[config.mk]
export PLATFORM = sky130hd
export DESIGN_NAME = exe_mem_stage
export DESIGN_NICKNAME = d
export VERILOG_FILES = /design/src/rtl/exe_mem_stage.sv
export SDC_FILE = /design/constraint.sdc
export NUM_CORES = 1
export LEC_CHECK = 0
export ABC_AREA = 1
export BUFFER_PORTS_ARGS = -buffer_cell sky130_fd_sc_hd__buf_2
export CORE_MARGIN = 4
export CORE_UTILIZATION = 40
export CTS_CLUSTER_DIAMETER = 60
export DETAILED_ROUTE_END_ITERATION = 16
export PLACE_DENSITY = 0.69
export SYNTH_ARGS = -nofsm -noshare
export SYNTH_HDL_FRONTEND = slang
export SYNTH_SLANG_ARGS = --single-unit
[constraint.sdc]
create_clock -name clk -period 3.4 [get_ports clk]
set_clock_uncertainty 0.15 [all_clocks]
set_input_delay 0.34 -clock clk [delete_from_list [all_inputs] [get_ports clk]]
set_output_delay 0.34 -clock clk [all_outputs]
set_load 0.005 [all_outputs]
[src/rtl/exe_mem_stage.sv]
// Execute stage of the 16-bit pipeline fused with the EXE/MEM register.
// The ALU result is exported combinationally for forwarding; everything MEM needs is captured each edge.
module exe_mem_stage #(
    parameter int DATA_W   = 16,
    parameter int REG_W    = 3,
    parameter int MEMSIG_W = 8
) (
    input  logic                  clk,
    input  logic                  reset,
    input  logic [DATA_W-1:0]     immediate_EXE,
    input  logic [DATA_W-1:0]     valueA_EXE,
    input  logic [DATA_W-1:0]     valueB_EXE,
    input  logic [DATA_W-1:0]     PC_EXE,
    input  logic [REG_W-1:0]      Rd_EXE,
    input  logic [MEMSIG_W+2:0]   EXE_signals,
    output logic [DATA_W-1:0]     AluResult_EXE,
    output logic [DATA_W-1:0]     AluResult_MEM,
    output logic [DATA_W-1:0]     valueB_MEM,
    output logic [DATA_W-1:0]     immediate_MEM,
    output logic [DATA_W-1:0]     PC_MEM,
    output logic [REG_W-1:0]      Rd_MEM,
    output logic [MEMSIG_W-1:0]   MEM_signals
);

    typedef enum logic [1:0] {
        ALU_AND  = 2'b00,
        ALU_ADD  = 2'b01,
        ALU_SUB  = 2'b10,
        ALU_PASS = 2'b11
    } alu_op_e;

    typedef struct packed {
        logic [DATA_W-1:0]   alu;
        logic [DATA_W-1:0]   valb;
        logic [DATA_W-1:0]   imm;
        logic [DATA_W-1:0]   pc;
        logic [REG_W-1:0]    rd;
        logic [MEMSIG_W-1:0] sig;
    } exe_mem_t;

    logic              alu_src;
    alu_op_e           alu_op;
    logic [DATA_W-1:0] op_b;
    exe_mem_t          pl_d, pl_q;

    assign alu_src = EXE_signals[MEMSIG_W+2];
    assign alu_op  = alu_op_e'(EXE_signals[MEMSIG_W+1:MEMSIG_W]);
    assign op_b    = alu_src ? immediate_EXE : valueB_EXE;

    // Carry/borrow fall off the top: results are modulo 2^DATA_W, no flags.
    always_comb begin
        AluResult_EXE = '0;
        case (alu_op)
            ALU_AND:  AluResult_EXE = valueA_EXE & op_b;
            ALU_ADD:  AluResult_EXE = valueA_EXE + op_b;
            ALU_SUB:  AluResult_EXE = valueA_EXE - op_b;
            ALU_PASS: AluResult_EXE = op_b;
            default:  AluResult_EXE = '0;
        endcase
    end

    always_comb begin
        pl_d      = '0;
        pl_d.alu  = AluResult_EXE;
        pl_d.valb = valueB_EXE;
        pl_d.imm  = immediate_EXE;
        pl_d.pc   = PC_EXE;
        pl_d.rd   = Rd_EXE;
        pl_d.sig  = EXE_signals[MEMSIG_W-1:0];
    end

    // No enable: bubbles arrive as zero control bits and flow through as-is.
    always_ff @(posedge clk) begin
        if (reset) pl_q <= '0;
        else       pl_q <= pl_d;
    end

    assign AluResult_MEM = pl_q.alu;
    assign valueB_MEM    = pl_q.valb;
    assign immediate_MEM = pl_q.imm;
    assign PC_MEM        = pl_q.pc;
    assign Rd_MEM        = pl_q.rd;
    assign MEM_signals   = pl_q.sig;

endmodule

==> results.sh <==
export IMPL_hp_start="EXE_signals[7]"
export IMPL_multi_input_area_sq_um=2310
export IMPL_setup_viol=0
export IMPL_hold_path_end="MEM_signals[7]$_SDFF_PP0_"
export IMPL_core_area_sq_um=9370
export IMPL_vdd_drop_max_mv=0.272
export IMPL_yosysWarnings=0
export IMPL_p_per_area_nw_per_um2=438
export IMPL_cp_end_kind="primary output"
export IMPL_tritoncts="done"
export IMPL_crit_arrival_ns=2.86
export IMPL_met1Wirelength_microns=5380
export IMPL_synth_fp_nets=659
export IMPL_drive_above_1_share_pct=43.8
export IMPL_crit_family="simple AND/OR/NAND/NOR gates"
export IMPL_max_slew_margin_rel_pct=62.7
export IMPL_final_common_cell="buf_2"
export IMPL_numCtsBuffers=9
export IMPL_clkSinkCount=75
export IMPL_root_buffer="clkbuf_8"
export IMPL_place_hpwl_microns=9710
export IMPL_path_max_fanout=8
export IMPL_grt_max_degree=31
export IMPL_timing_hold_ws_ns=0.0329
export IMPL_drtIter0Drc=166
export IMPL_synth_seq_cells=75
export IMPL_critPathLaunchType="input port"
export IMPL_drv_cap=0
export IMPL_path_class="input port to primary output"
export IMPL_avgSynthCellArea_sq_um=7.03
export IMPL_slew_viol_final=0
export IMPL_most_common_layout_cells="167 x buf_2, 91 x inv_1, 81 x nand2_1"
export IMPL_ctsHoldBuffers=0
export IMPL_wl_per_cell_microns=13.7
export IMPL_utilization_pct=62.7
export IMPL_critPathBufInv=8
export IMPL_dr_pass1_iters=4
export IMPL_dr_wl_met2_microns=6170
export IMPL_slowest_stage="ha_1"
export IMPL_worstHoldPathType="input port to register"
export IMPL_critical_path_required_ns=2.91
export IMPL_syn_instance_count=558
export IMPL_final_antenna_net_count=0
export IMPL_die_x_microns=107
export IMPL_whs_path_depth=3
export IMPL_grt_usage_pct=21.0
export IMPL_finalWirelength_microns=12400
export IMPL_final_net_count=875
export IMPL_fin_crit_ns=3.35
export IMPL_syn_area_sq_um=3920
export IMPL_cellLeakagePower_nw=3.26
export IMPL_grt_overflow=0
export IMPL_vias=4264
export IMPL_final_hold_viol_count=0
export IMPL_start_util_pct=41.9
export IMPL_wl_met3_microns=698
export IMPL_die_area_sq_um=11500
export IMPL_cts_buffer_depth=2
export IMPL_post_synth_num_cell_types=35
export IMPL_worstMarginPinSlew_ns=0.560
export IMPL_regArea_sq_um=1500
export IMPL_crit_path_cell_trace="buf_12 > inv_8 > buf_12 > nand2_4 > nand2_4 > nand2_2 > nor2_4 > nand2_4 > buf_4 > o21ai_1 > xor2_1 > ha_1 > nand2_2 > buf_4 > nor2_2 > a21oi_2 > nand2_2 > inv_2 > nand2_1 > nand3_1 > nand2_1 > nand2_2 > inv_2 > buf_2"
export IMPL_rows=35
export IMPL_grt_pass1_vias=4138
export IMPL_htreeDepth=3
export IMPL_grt_pass1_wl_microns=19300
export IMPL_routed_top_layer="met4"
export IMPL_syn_to_final_growth_pct=49.7
export IMPL_yosysSeqAreaShare_pct=38.3
export IMPL_drc_errors=0
export IMPL_slowest_delay_ns=0.30
export IMPL_fmaxAchievable_ghz=0.299
export IMPL_grt_antenna_before_repair=0
export IMPL_n_fill_cell=886
export IMPL_rsz0062_at_grt="true"
export IMPL_period_share_pct=98.5
export IMPL_ios=171
export IMPL_clk_pin_slew_ns=0.08
export IMPL_vias_per_cell=4.69
export IMPL_status="finished, final reports clean"
export IMPL_gp_congestion=0.888
export IMPL_dieHeight_microns=107
export IMPL_crit_top_cell="nand2_2"
export IMPL_port_buffers=170
## layer usage
layer	global-route usage (%)	vias up
li1	-	2164
met1	25.5	1951
met2	36.8	132
met3	3.79	17
met4	7.76	0
met5	0	-
## through the flow
step           power (mW)  TNS (ns)  instance area (sq um)  setup slack [ns]  std cells
6_report             2.57         0                   5870            0.0503        909
5_1_grt              2.74    -0.297                   5870           -0.0944        908
4_1_cts              2.48         0                   5500            0.0117        900
3_5_place_dp         1.70    -0.415                   5160            -0.158        881
3_3_place_gp         1.69    -0.139                   5160           -0.0772        881
2_1_floorplan        1.39         0                   3920             0.323        558
## kinds of logic (layout without fill, tap and decap cells)
kind of cell | Yosys count | in the layout | share of synthesized area (%)
AOI/OAI and AO/OA | 87 | 87 | 12.1
adders and majority gates | 21 | 21 | 6.89
xor gates and xnor gates | 13 | 13 | 2.90
buffers and inverters | 116 | 337 | 12.1
DFF | 75 | 75 | 38.3
and+or+nand+nor | 246 | 246 | 27.8
other | 0 | 1 | 0
## worst min-delay path, delay by kind of cell
kind	cells	cell delay, ns
buffers and inverters	2	0.11
and+or+nand+nor	1	0.06
## sequential cells by signal, summed over array words and instances, names as in the netlist
register,cells
immediate_MEM,16
MEM_signals,8
PC_MEM,16
Rd_MEM,3
valueB_MEM,16
AluResult_MEM,16
## cells in the mapped netlist, drive strengths merged
cell type    n  area, sq um
nand2      127          567
inv        100          380
nor2        83          322
dfxtp       75         1500
a21oi       47          235
o21ai       25          129
nand3       22          110
ha          20          250
xor2        13          114
clkbuf      11         41.3
a211oi       8         60.1
buf          5         53.8
nand3b       4         30.0
nand4        3         18.8
or2          3         18.8
a31oi        2         12.5
nor3         2         10.0
o31ai        2         15.0
a21o         1         7.51
fa           1         20.0
nor2b        1         6.26
nor4         1         6.26
o21a         1         7.51
o22ai        1         6.26
## power breakdown
part           switching (mW)  leakage (nW)  internal (mW)
Sequential             0.0134         0.624          0.937
Combinational           0.488          2.53          0.382
Clock                   0.338         0.106          0.414
Total                   0.840          3.26           1.73
## worst max-delay path by stage
stage                     depth (start not counted)                 to  slack [ns]            start
after floorplan                                  22  AluResult_EXE[15]        0.32  EXE_signals[10]
after global placement                           21  AluResult_EXE[15]       -0.08  EXE_signals[10]
after detailed placement                         21  AluResult_EXE[15]       -0.16  EXE_signals[10]
after CTS                                        22  AluResult_EXE[15]        0.01  EXE_signals[10]
after global routing                             24  AluResult_EXE[15]       -0.09  EXE_signals[10]
final                                            24  AluResult_EXE[15]        0.05  EXE_signals[10]
## cell type report
| class | instances | area share (%) |
|---|---|---|
| Timing Repair Buffer | 221 | 22.1 |
| Antenna cell | 1 | 0.0426 |
| Inverter | 100 | 6.52 |
| Sequential cell | 75 | 25.6 |
| Tap cell | 129 | 2.75 |
| Multi-Input combinational cell | 367 | 39.3 |
| Clock inverter | 6 | 1.53 |
| Clock buffer | 10 | 2.17 |
## repair_timing
item / CTS / global route
gates resized for setup: 30 / 85
endpoints found under the hold margin: 0 / 0
buffers inserted: 3 / 9
endpoints found under the setup margin: 7 / 9
pin swaps: 14 / 44
(Power assumes the default switching activity.)
